===== config.mk =====
export PLATFORM = sky130hd
export DESIGN_NAME = adc_capture_ctrl
export DESIGN_NICKNAME = d
export VERILOG_FILES = /design/src/rtl/adc_capt_pkg.sv /design/src/rtl/adc_trig_detect.sv /design/src/rtl/adc_capture_ctrl.sv
export SDC_FILE = /design/constraint.sdc
export NUM_CORES = 1
export LEC_CHECK = 0
export CAP_MARGIN = 20
export CELL_PAD_IN_SITES_DETAIL_PLACEMENT = 0
export CELL_PAD_IN_SITES_GLOBAL_PLACEMENT = 1
export CORE_MARGIN = 2
export CORE_UTILIZATION = 38
export DETAILED_ROUTE_END_ITERATION = 10
export PLACE_DENSITY = 0.75
export SETUP_SLACK_MARGIN = 0.05
export SLEW_MARGIN = 10
export SYNTH_ARGS = -nofsm -noshare
export SYNTH_HDL_FRONTEND = slang
export SYNTH_SLANG_ARGS = --single-unit

===== constraint.sdc =====
create_clock -name clk_pin_p -period 2.3 [get_ports clk_pin_p]
set_clock_uncertainty 0.1 [all_clocks]
set_input_delay 0.46 -clock clk_pin_p [delete_from_list [all_inputs] [get_ports clk_pin_p]]
set_output_delay 0.46 -clock clk_pin_p [all_outputs]
set_load 0.01 [all_outputs]

===== src/rtl/adc_capt_pkg.sv =====
// Shared state encoding and default widths for the ADC capture controller.
package adc_capt_pkg;

   localparam int DEF_DATA_W = 8;
   localparam int DEF_LEN_W  = 8;
   localparam int DEF_DEC_W  = 4;
   localparam int DEF_TMO_W  = 16;

   typedef enum logic [1:0] {
      ST_IDLE    = 2'd0,
      ST_ARMED   = 2'd1,
      ST_CAPTURE = 2'd2,
      ST_DONE    = 2'd3
   } capt_state_t;

endpackage


===== src/rtl/adc_trig_detect.sv =====
// Two-stage ADC input pipeline and threshold crossing detector.
module adc_trig_detect
   import adc_capt_pkg::*;
#(
   parameter int DATA_W = DEF_DATA_W
) (
   input  logic              clk,
   input  logic              rst_n,
   input  logic [DATA_W-1:0] adc_in,
   input  logic [DATA_W-1:0] level,
   input  logic              rising,
   output logic              trig,
   output logic [DATA_W-1:0] adc_q
);

   logic [DATA_W-1:0] adc_qq;

   always_ff @(posedge clk or negedge rst_n) begin
      if (!rst_n) begin
         adc_q  <= '0;
         adc_qq <= '0;
      end else begin
         adc_q  <= adc_in;
         adc_qq <= adc_q;
      end
   end

   // adc_qq is the older sample; a crossing is the pair straddling the level.
   always_comb begin
      if (rising) trig = (adc_qq < level) && (adc_q >= level);
      else        trig = (adc_qq >= level) && (adc_q < level);
   end

endmodule


===== src/rtl/adc_capture_ctrl.sv =====
// Armed, threshold-triggered burst capture with decimation and valid/ready output.
// Optional forced-trigger timeout in ARMED is enabled by defining ADC_CAPT_TIMEOUT_EN.
module adc_capture_ctrl
   import adc_capt_pkg::*;
#(
   parameter int DATA_W = DEF_DATA_W,
   parameter int LEN_W  = DEF_LEN_W,
   parameter int DEC_W  = DEF_DEC_W
`ifdef ADC_CAPT_TIMEOUT_EN
   ,
   parameter int TMO_W  = DEF_TMO_W
`endif
) (
   input  logic              clk_pin_p,
   input  logic              rst_pin,
   input  logic [DATA_W-1:0] ADC_in,
   input  logic              arm,
   input  logic              abort,
   input  logic [DATA_W-1:0] trig_level,
   input  logic              trig_rising,
   input  logic [LEN_W-1:0]  burst_len,
   input  logic [DEC_W-1:0]  decim,
   output logic [DATA_W-1:0] m_data,
   output logic              m_valid,
   input  logic              m_ready,
   output logic              m_last,
   output logic              busy,
   output logic              overflow,
`ifdef ADC_CAPT_TIMEOUT_EN
   input  logic [TMO_W-1:0]  tmo_cycles,
   output logic              timed_out,
`endif
   output logic [1:0]        state_out
);

   capt_state_t       state_reg, state_next;
   logic [DATA_W-1:0] data_reg, data_next;
   logic              valid_reg, valid_next;
   logic              last_reg, last_next;
   logic              ovf_reg, ovf_next;
   logic [LEN_W-1:0]  len_reg, len_next;
   logic [LEN_W-1:0]  cnt_reg, cnt_next;
   logic [DEC_W-1:0]  dec_reg, dec_next;
   logic [DEC_W-1:0]  phase_reg, phase_next;
   logic [DATA_W-1:0] adc_q;
   logic              trig, trig_fire;
   logic              take, slot_free, is_final;

   adc_trig_detect #(.DATA_W(DATA_W)) u_trig (
      .clk    (clk_pin_p),
      .rst_n  (rst_pin),
      .adc_in (ADC_in),
      .level  (trig_level),
      .rising (trig_rising),
      .trig   (trig),
      .adc_q  (adc_q)
   );

`ifdef ADC_CAPT_TIMEOUT_EN
   logic [TMO_W-1:0] tmo_cnt_reg;
   logic             tmo_hit;
   logic             timed_out_reg;

   assign tmo_hit = (state_reg == ST_ARMED) && (tmo_cycles != '0) &&
                    (tmo_cnt_reg == TMO_W'(tmo_cycles - 1'b1));

   always_ff @(posedge clk_pin_p or negedge rst_pin) begin
      if (!rst_pin) begin
         tmo_cnt_reg   <= '0;
         timed_out_reg <= 1'b0;
      end else if (!abort) begin
         if (state_reg == ST_IDLE && arm) begin
            tmo_cnt_reg   <= '0;
            timed_out_reg <= 1'b0;
         end else if (state_reg == ST_ARMED) begin
            tmo_cnt_reg <= TMO_W'(tmo_cnt_reg + 1'b1);
            if (tmo_hit) timed_out_reg <= 1'b1;
         end
      end
   end

   assign trig_fire = trig | tmo_hit;
   assign timed_out = timed_out_reg;
`else
   assign trig_fire = trig;
`endif

   always_ff @(posedge clk_pin_p or negedge rst_pin) begin
      if (!rst_pin) begin
         state_reg <= ST_IDLE;
         data_reg  <= '0;
         valid_reg <= 1'b0;
         last_reg  <= 1'b0;
         ovf_reg   <= 1'b0;
         len_reg   <= '0;
         cnt_reg   <= '0;
         dec_reg   <= '0;
         phase_reg <= '0;
      end else begin
         state_reg <= state_next;
         data_reg  <= data_next;
         valid_reg <= valid_next;
         last_reg  <= last_next;
         ovf_reg   <= ovf_next;
         len_reg   <= len_next;
         cnt_reg   <= cnt_next;
         dec_reg   <= dec_next;
         phase_reg <= phase_next;
      end
   end

   always_comb begin
      state_next = state_reg;
      data_next  = data_reg;
      valid_next = valid_reg;
      last_next  = last_reg;
      ovf_next   = ovf_reg;
      len_next   = len_reg;
      cnt_next   = cnt_reg;
      dec_next   = dec_reg;
      phase_next = phase_reg;
      take       = 1'b0;
      slot_free  = !valid_reg || m_ready;
      // len_reg of zero wraps to all-ones, giving a 2^LEN_W burst.
      is_final   = (cnt_reg == LEN_W'(len_reg - 1'b1));

      if (valid_reg && m_ready) begin
         valid_next = 1'b0;
         last_next  = 1'b0;
      end

      case (state_reg)
         ST_IDLE: begin
            if (arm) begin
               state_next = ST_ARMED;
               len_next   = burst_len;
               dec_next   = decim;
               ovf_next   = 1'b0;
               cnt_next   = '0;
               phase_next = '0;
            end
         end
         ST_ARMED: begin
            if (trig_fire) begin
               take       = 1'b1;
               state_next = ST_CAPTURE;
            end
         end
         ST_CAPTURE: take = (phase_reg == '0);
         ST_DONE: if (slot_free) state_next = ST_IDLE;
         default: state_next = ST_IDLE;
      endcase

      if (state_reg == ST_CAPTURE || take)
         phase_next = (phase_reg == dec_reg) ? '0 : DEC_W'(phase_reg + 1'b1);

      if (take) begin
         if (slot_free) begin
            data_next  = adc_q;
            valid_next = 1'b1;
            last_next  = is_final;
         end else begin
            ovf_next = 1'b1;
         end
         cnt_next = LEN_W'(cnt_reg + 1'b1);
         if (is_final) state_next = ST_DONE;
      end

      if (abort) begin
         state_next = ST_IDLE;
         valid_next = 1'b0;
         last_next  = 1'b0;
         ovf_next   = ovf_reg;
      end
   end

   assign m_data    = data_reg;
   assign m_valid   = valid_reg;
   assign m_last    = last_reg;
   assign overflow  = ovf_reg;
   assign busy      = (state_reg != ST_IDLE);
   assign state_out = state_reg;

endmodule


[Yosys cells after proc, flatten, opt, wreduce, memory -nomap -nowiden]
Index checks and enable logic that the tools add are counted.
Word-level totals
  bits in registers: 53
  output and inout bits: 14
  word-level logic and storage cells: 69
Cells by class
  mux-type cells: 29
  add/subtract/negate cells: 3
  equality and inequality tests: 5
  reductions and logical operators: 17
  order comparisons: 4
Operator list (count)
  $mux W8: 3
  $ge A8 B8 Y1: 2
  $lt A8 B8 Y1: 2
  $mux W4: 4
  $mux W1: 14
  $mux W2: 6
  $reduce_bool A2 Y1: 5
  $add A8 B1 Y8 const B: 1
  $eq A8 B8 Y1: 1
  $reduce_and A2 Y1: 4
  $sub A8 B1 Y8 const B: 1
  $pmux W2 S3: 1
  $add A4 B1 Y4 const B: 1
  $eq A2 B2 Y1 const B: 2
  $eq A4 B4 Y1: 1
  $logic_not A4 Y1: 1
  $logic_and A1 B1 Y1: 3
  $eq A2 B1 Y1 const B: 1
  $logic_not A2 Y1: 1
  $logic_or A1 B1 Y1: 2
  $pmux W1 S2: 1
  $logic_not A1 Y1: 1

[Depth between registers and ports, before layout]
Gate-level depths: netlist (run 1).
  depth in word-level cells: 8
  gate-level depth with buffers: 10
  mapped depth without buffers: 9

[Cells and area by module]
Synthesis (run 1) repeated with hierarchy kept, for this count alone.
Second synthesis, totals
  cells, all modules: 249
  area total of the unflattened synthesis: 2771.4 µm²
By module, submodules not included
  adc_capture_ctrl: seq. area each 925.9 µm², times used 1, area each 1970.6 µm², cells an instance 181
  adc_trig_detect: seq. area each 400.4 µm², times used 1, area each 800.8 µm², cells an instance 68

[Least setup slack after synthesis (run 1)]
No wires, ideal clock.
  path kind: input-to-reg
  from: in trig_level[1]
  to: reg cnt_reg[3]
  library setup time: 120 ps
  data required time: 2080 ps
  path slack: -195 ps
  arrival: 2275 ps
  stages: 10
  cells stage by stage: inv_1 ha_1 nor2b_1 o211ai_1 a31oi_1 o211ai_1 a21o_1 clkbuf_1 a22oi_1 a31o_2
Between the ends
  word-level cells in the longest chain between the ends: 7
  elaborated cells between the ends (all ways): 13
  classes of those cells: order compare: 4; mux: 4; reduce/logical: 5
RTL lines
  start, declared: RTL line adc_capture_ctrl.sv:19  | input logic [DATA_W-1:0] trig_level,
  $ge A8 B8 Y1 (tied with other cells): RTL line adc_trig_detect.sv:31  | else trig = (adc_qq >= level) && (adc_q < level);
  $logic_and A1 B1 Y1, on equally long branches: RTL line adc_trig_detect.sv:31, adc_trig_detect.sv:30
  $mux W1 *: RTL line adc_trig_detect.sv:30  | if (rising) trig = (adc_qq < level) && (adc_q >= level);
  $mux W1 *: RTL line adc_capture_ctrl.sv:144  | if (trig_fire) begin
  $pmux W1 S2 *: RTL line adc_capture_ctrl.sv:132  | case (state_reg)
  $reduce_bool A2 Y1 (no line)
  $reduce_and A2 Y1 (no line)
  end signal, assigned: RTL line adc_capture_ctrl.sv:106  | cnt_reg <= cnt_next;
  end, declared: RTL line adc_capture_ctrl.sv:42  | logic [LEN_W-1:0] cnt_reg, cnt_next;
Every way passes the cells marked *; elsewhere a longest branch is shown, timed or not.
A chain may end at the register's enable or synchronous reset.

[Worst setup path in the final report (run 1)]
  from: reg len_reg[1]
  to: reg state_reg[1] (netlist: state_out[1])
Between the ends
  word-level cells in the longest chain between the ends: 5
RTL lines
  start, declared: RTL line adc_capture_ctrl.sv:41  | logic [LEN_W-1:0] len_reg, len_next;
  start signal, assigned: RTL line adc_capture_ctrl.sv:105  | len_reg <= len_next;
  $sub A8 B1 Y8: RTL line adc_capture_ctrl.sv:125  | is_final = (cnt_reg == LEN_W'(len_reg - 1'b1));
  $eq A8 B8 Y1: RTL line adc_capture_ctrl.sv:125
  $mux W2: RTL line adc_capture_ctrl.sv:166  | if (is_final) state_next = ST_DONE;
  $mux W2: RTL line adc_capture_ctrl.sv:157  | if (take) begin
  $mux W2: RTL line adc_capture_ctrl.sv:169  | if (abort) begin
  named net state_next[1]: RTL line adc_capture_ctrl.sv:36  | capt_state_t state_reg, state_next;
  end signal, assigned: RTL line adc_capture_ctrl.sv:100  | state_reg <= state_next;
  end, declared: RTL line adc_capture_ctrl.sv:36
The timed path passes the listed nets, and every way through them passes these cells.

==> flow_summary.yaml, run 1 <==
global_routing:
  overflow: 0
  busiest_layer: "met2"
  antenna_found_initial: 0
  met2_usage_pct: 25.9
  grt_pass1_vias: 2276
  use_met1_pct: 22.1
  grtUsageMet3_pct: 2.34
  grt_max_degree: 54
  grtUsageTotal_pct: 16.0
  grt_pass1_wl_microns: 10700
cts:
  ctsRootBufferMaster: "clkbuf_8"
  cts.sinks: 53
  path_clk_slew_ns: 0.09
  cts_tree: "yes"
  cts_buffers: 5
  clock_latency_ns: 0.30
  htree_levels: 2
  cts_max_path_buffers: 2
worst_hold_path:
  hold_class: "in2async"
routing:
  drcViolationCount: 0
  routedWlPerCell_microns: 14.3
  num_vias: 2222
  routed_via_density: 5.04
  drt-pass1-iter-count: 4
  drtIter0Drc: 92
  antenna_left: 0
  totalWireLength_microns: 6290
critical_path:
  arrival_ns: 2.55
  crit_type: "reg2reg"
  start_kind: "register"
  end_kind: "register"
  path_max_fanout: 3
  reg2regPathDepth: 7
  crit_required_ns: 2.42
  reg2reg_slack_ns: -0.13
placed_design:
  gp_congestion: 0.769
  io_buffers: 47
  hpwl_microns: 4230
  place_area_sq_um: 3660
timing:
  setup_viol: 13
  tns_ns: -0.439
  rsz0062_at_grt: "yes"
  layout_min_cycle_time_ns: 2.43
  max_freq_mhz: 411
  fin_ws_ns: -0.131
  slew_violations: 0
  max-slew-margin-rel_pct: 55.2
  worst_pin_slew_ns: 0.672
  period_share_pct: 106
  finalHoldViolations: 0
synthesis:
  ys_seq_area_share_pct: 46.7
  avgSynthCellArea_sq_um: 10.8
  synth-seq-cells: 53
  synth_flop_cell: "dfrtp_1"
  syn_nets: 320
  yosysMostFrequentCell: "dfrtp_1"
  yosysUniqueCellTypes: 42
  syn_inst: 262
  syn_area_sq_um: 2840
  synthArstFlopShare_pct: 100
  ys_warn_count: 0
  ys_top_cells_by_area: "dfrtp_1, ha_1, mux2_2"
  synth-edff-count: 0
  ys_top_cells_by_count: "dfrtp_1, ha_1, mux2_2"
  synth_top_area_share_pct: 46.7
  synth_top_area_cell: "dfrtp_1"
pwr:
  cellPowerDensity_nw_per_um2: 607
  vdd_ir_drop_max_v: 0.000430
  power_mw: 2.47
  p_leak_nw: 1.76
floorplan:
  dieArea_sq_um: 8180
  start_util_pct: 39.2
  die_width_microns: 90.5
  coreArea_sq_um: 7250
  pin_count: 48
  die_h_microns: 90.5
  rows: 31
outcome:
  violations: "negative setup slack"
  status: "complete, but fails checks"
layout:
  finalNetCount: 399
  syn_to_final_growth_pct: 43.5
  drive_gt1_share_pct: 30.1
  diodes: 0
  fin_area_sq_um: 4080
flow_run:
  drv_cap: 0
==> routing by layer <==
metal	share of wire [%]	routed length, microns
met3	3.0	187
met1	47	2970
met4	1.3	82
met5	0	0
met2	49	3050
==> worst max-delay path, cell delays in order (launching register included) <==
cell and delay, ns:
dfrtp_1 0.39, or4_4 0.55, o21a_1 0.21, or3_1 0.31, a21o_1 0.19, a221oi_4 0.32
o21ai_2 0.12, a31oi_1 0.16
==> what timing repair did <==
action	in CTS	in global routing
endpoints found under the hold margin	0	0
endpoints found under the setup margin	25	26
resized for setup	46	13
pin swaps	29	12
hold buffers	0	0
gates cloned	1	0
buffers inserted	7	6
==> cells by family (layout without fill, tap and decap cells) <==
kind of cell	count (synthesis)	after routing	synth area share (%)
buffers and inverters	23	103	3.04
XOR/XNOR	13	13	4.01
multiplexers	23	23	8.99
AND/OR/NAND/NOR	70	70	13.3
flip-flops	53	53	46.7
adder cells (fa/ha/maj)	24	24	10.6
AO/OA/AOI/OAI	56	56	13.4
==> layout by cell type, fill, tap and decap left out, drive strengths merged, types with 6 or more instances in the layout <==
cell,netlist,layout
nand2b,6,6
a21oi,11,11
inv,19,19
nand3,8,8
nor2,6,6
nand2,19,19
clkdlybuf4s50,0,37
mux2,20,20
xor2,6,6
nand4,9,9
o21ai,12,12
xnor2,7,7
buf,0,31
ha,24,24
dlygate4sd2,0,7
nor2b,8,8
dfrtp,53,53
clkbuf,4,6
==> metrics by stage <==
step           std cells  setup WS (ns)  hold slack [ns]  utilization (%)
5_1_grt              441         -0.273            0.244             56.2
4_1_cts              436         -0.226            0.197             54.9
2_1_floorplan        262        -0.0501           0.0644                -
6_report             441         -0.131            0.177             56.2
3_5_place_dp         421         -0.795            0.288             50.4
3_3_place_gp         421         -0.725            0.292             50.4
==> path summary, 6_finish.rpt <==
| check | start | end |
|---|---|---|
| min | rst_pin | u_trig.adc_q[1] |
| max in group asynchronous | rst_pin | len_reg[2] |
| min in group clk_pin_p | u_trig.adc_q[0] | u_trig.adc_qq[0] |
| max | len_reg[1] | state_out[1] |
| min reg2reg | u_trig.adc_q[0] | u_trig.adc_qq[0] |
| max reg2reg | len_reg[1] | state_out[1] |
==> cell type report <==
class | instances | area (sq um)
tap | 99 | 124
timing repair buffer | 76 | 732
sequential | 53 | 1330
clock buffer | 6 | 72.6
inverter | 19 | 87.6
multi-input combinational | 186 | 1720
fill | 676 | 3180
clock inverter | 2 | 10.0
==> report_power, final <==
group	internal, mW	total [mW]	switching, mW
Combinational	0.486	0.807	0.321
Sequential	1.06	1.16	0.102
Clock	0.212	0.508	0.296
Total	1.75	2.47	0.719
Note: power is estimated with default switching activity, not from simulation.
==> inputs of run 2 (changes only) <==
--- a/config.mk
+++ b/config.mk
@@ -13,7 +13,7 @@
 export DETAILED_ROUTE_END_ITERATION = 10
 export PLACE_DENSITY = 0.75
 export SETUP_SLACK_MARGIN = 0.05
-export SLEW_MARGIN = 10
+export SLEW_MARGIN = 0
 export SYNTH_ARGS = -nofsm -noshare
 export SYNTH_HDL_FRONTEND = slang
 export SYNTH_SLANG_ARGS = --single-unit
==> results of run 2 <==
No change in the layout: final DEF, timing and power equal those of run 1.
==> inputs of run 3 (changes only) <==
--- a/config.mk
+++ b/config.mk
@@ -11,7 +11,7 @@
 export CORE_MARGIN = 2
 export CORE_UTILIZATION = 38
 export DETAILED_ROUTE_END_ITERATION = 10
-export PLACE_DENSITY = 0.75
+export PLACE_DENSITY_LB_ADDON = 0.25
 export SETUP_SLACK_MARGIN = 0.05
 export SLEW_MARGIN = 0
 export SYNTH_ARGS = -nofsm -noshare
==> run 3 against run 2 <==
The run still ends with negative setup slack left. Power increased by 4.9%. Sequential power about the same. Register-to-register slack got worse by 0.05 ns. Routed wire length decreased by 2.5%. Sequential cell count unchanged. Via count increased by 0.32%. Non-clock buffer count increased by 2. Die area unchanged. Largest power group unchanged. Highest routed layer unchanged.
==> flow_summary.yaml, run 3 (synthesis gave the netlist of run 1 again) <==
cts:
  ctsRootBufferMaster: "clkbuf_8"
  clock_latency_ns: 0.31
  cts.sinks: 53
  path_clk_slew_ns: 0.10
  cts_buffers: 5
  cts_max_path_buffers: 2
  htree_levels: 2
  hold_buffers: 0
  cts_tree: "yes"
pwr:
  power_mw: 2.60
  p_leak_nw: 1.76
  cellPowerDensity_nw_per_um2: 633
  vdd_ir_drop_max_v: 0.000398
critical_path:
  arrival_ns: 2.61
  rr_startpoint: "len_reg[2]"
  reg2regPathDepth: 7
  reg2reg_to: "state_out[1]"
  reg2reg_slack_ns: -0.18
  end_kind: "register"
  crit_type: "reg2reg"
  start_kind: "register"
  crit_required_ns: 2.42
  path_max_fanout: 3
layout:
  mostFrequentLayoutCells: "dfrtp_1, clkdlybuf4s50_1, buf_4, nand2_1"
  diodes: 0
  fin_util_pct: 56.6
  syn_to_final_growth_pct: 44.5
  drive_gt1_share_pct: 30.5
  finalNetCount: 401
  fin_area_sq_um: 4100
  layout_commonest_cell: "dfrtp_1"
routing:
  totalWireLength_microns: 6130
  drcViolationCount: 0
  routed_via_density: 5.03
  routedWlPerCell_microns: 13.8
  drt-pass1-iter-count: 4
  drtIter0Drc: 99
  num_vias: 2229
  antenna_left: 0
floorplan:
  die_h_microns: 90.5
  rows: 31
  die_width_microns: 90.5
  start_util_pct: 39.2
  coreArea_sq_um: 7250
  dieArea_sq_um: 8180
  pin_count: 48
global_routing:
  antenna_found_initial: 0
  overflow: 0
  grt_pass1_vias: 2287
  grt_pass1_wl_microns: 10800
  grt_max_degree: 31
  grtUsageTotal_pct: 15.9
timing:
  rsz0062_at_grt: "yes"
  worst_pin_slew_ns: 0.566
  finalHoldViolations: 0
  fin_ws_ns: -0.183
  period_share_pct: 108
  max-slew-margin-rel_pct: 62.3
  layout_min_cycle_time_ns: 2.48
  max_freq_mhz: 403
  setup_viol: 9
  slew_violations: 0
worst_hold_path:
  hold_class: "in2async"
placed_design:
  io_buffers: 47
  gp_congestion: 0.782
  place_area_sq_um: 3670
  hpwl_microns: 4350
flow_run:
  drv_cap: 0
outcome:
  status: "complete, but fails checks"
  violations: "negative setup slack"
[run 3: cell count changes in the layout (fill, tap and decap cells not counted), sizes merged]
cell | before | now
bufinv | 0 | 1
buf | 31 | 33
clkinv | 2 | 1
[run 3: critical path, cell delays in order, from the launching register on]
cell,delay (ns)
dfrtp_1,0.39
or4_4,0.55
o21a_1,0.19
or3_1,0.31
a21o_1,0.17
a221oi_2,0.33
o21ai_1,0.18
a31oi_1,0.18
[run 3: timing repair]
action,in CTS,in global routing
setup endpoints to repair,25,26
pin swaps,30,14
gates resized for setup,33,21
cloned,0,1
setup buffers,4,8
[run 3: per-stage QoR]
stage | cells | setup slack [ns] | TNS [ns] | hold WS [ns]
2_1_floorplan | 262 | -0.0501 | -0.401 | 0.0644
4_1_cts | 434 | -0.211 | -0.564 | 0.0465
5_1_grt | 443 | -0.327 | -2.59 | 0.0670
3_5_place_dp | 422 | -0.688 | -16.00 | 0.297
6_report | 443 | -0.183 | -0.533 | 0.0343
3_3_place_gp | 422 | -0.657 | -15.06 | 0.279
[run 3: per-layer routing]
metal | track usage [%] | vias to the layer above | wire (microns)
met5 | 0 | - | 0
met4 | 3.85 | 0 | 77
met3 | 3.76 | 10 | 301
met2 | 24.8 | 53 | 2830
met1 | 22.5 | 1065 | 2920
li1 | - | 1101 | -
[run 3: worst max-delay path by stage]
stage	cells past startpoint	end	start
CTS	7	state_out[1]	len_reg[3]
global route	7	state_out[1]	len_reg[2]
finish	7	state_out[1]	len_reg[2]
detailed placement	12	m_data[5]	trig_level[1]
floorplan	9	m_data[0]	trig_level[1]
global placement	13	state_out[1]	trig_level[1]
[run 3: cell type report]
| cell class | instances | area (sq um) |
|---|---|---|
| Fill cell | 647 | 3150 |
| Multi-Input combinational cell | 186 | 1720 |
| Sequential cell | 53 | 1330 |
| Timing Repair Buffer | 78 | 739 |
| Tap cell | 99 | 124 |
| Inverter | 19 | 87.6 |
| Clock buffer | 6 | 72.6 |
| Clock inverter | 2 | 38.8 |
[run 3: power breakdown]
group / internal, mW / total, mW / leakage (nW) / switching (mW)
clock network: 0.327 / 0.641 / 0.0554 / 0.314
registers: 1.06 / 1.16 / 0.665 / 0.105
logic: 0.480 / 0.793 / 1.04 / 0.312
total: 1.87 / 2.60 / 1.76 / 0.731
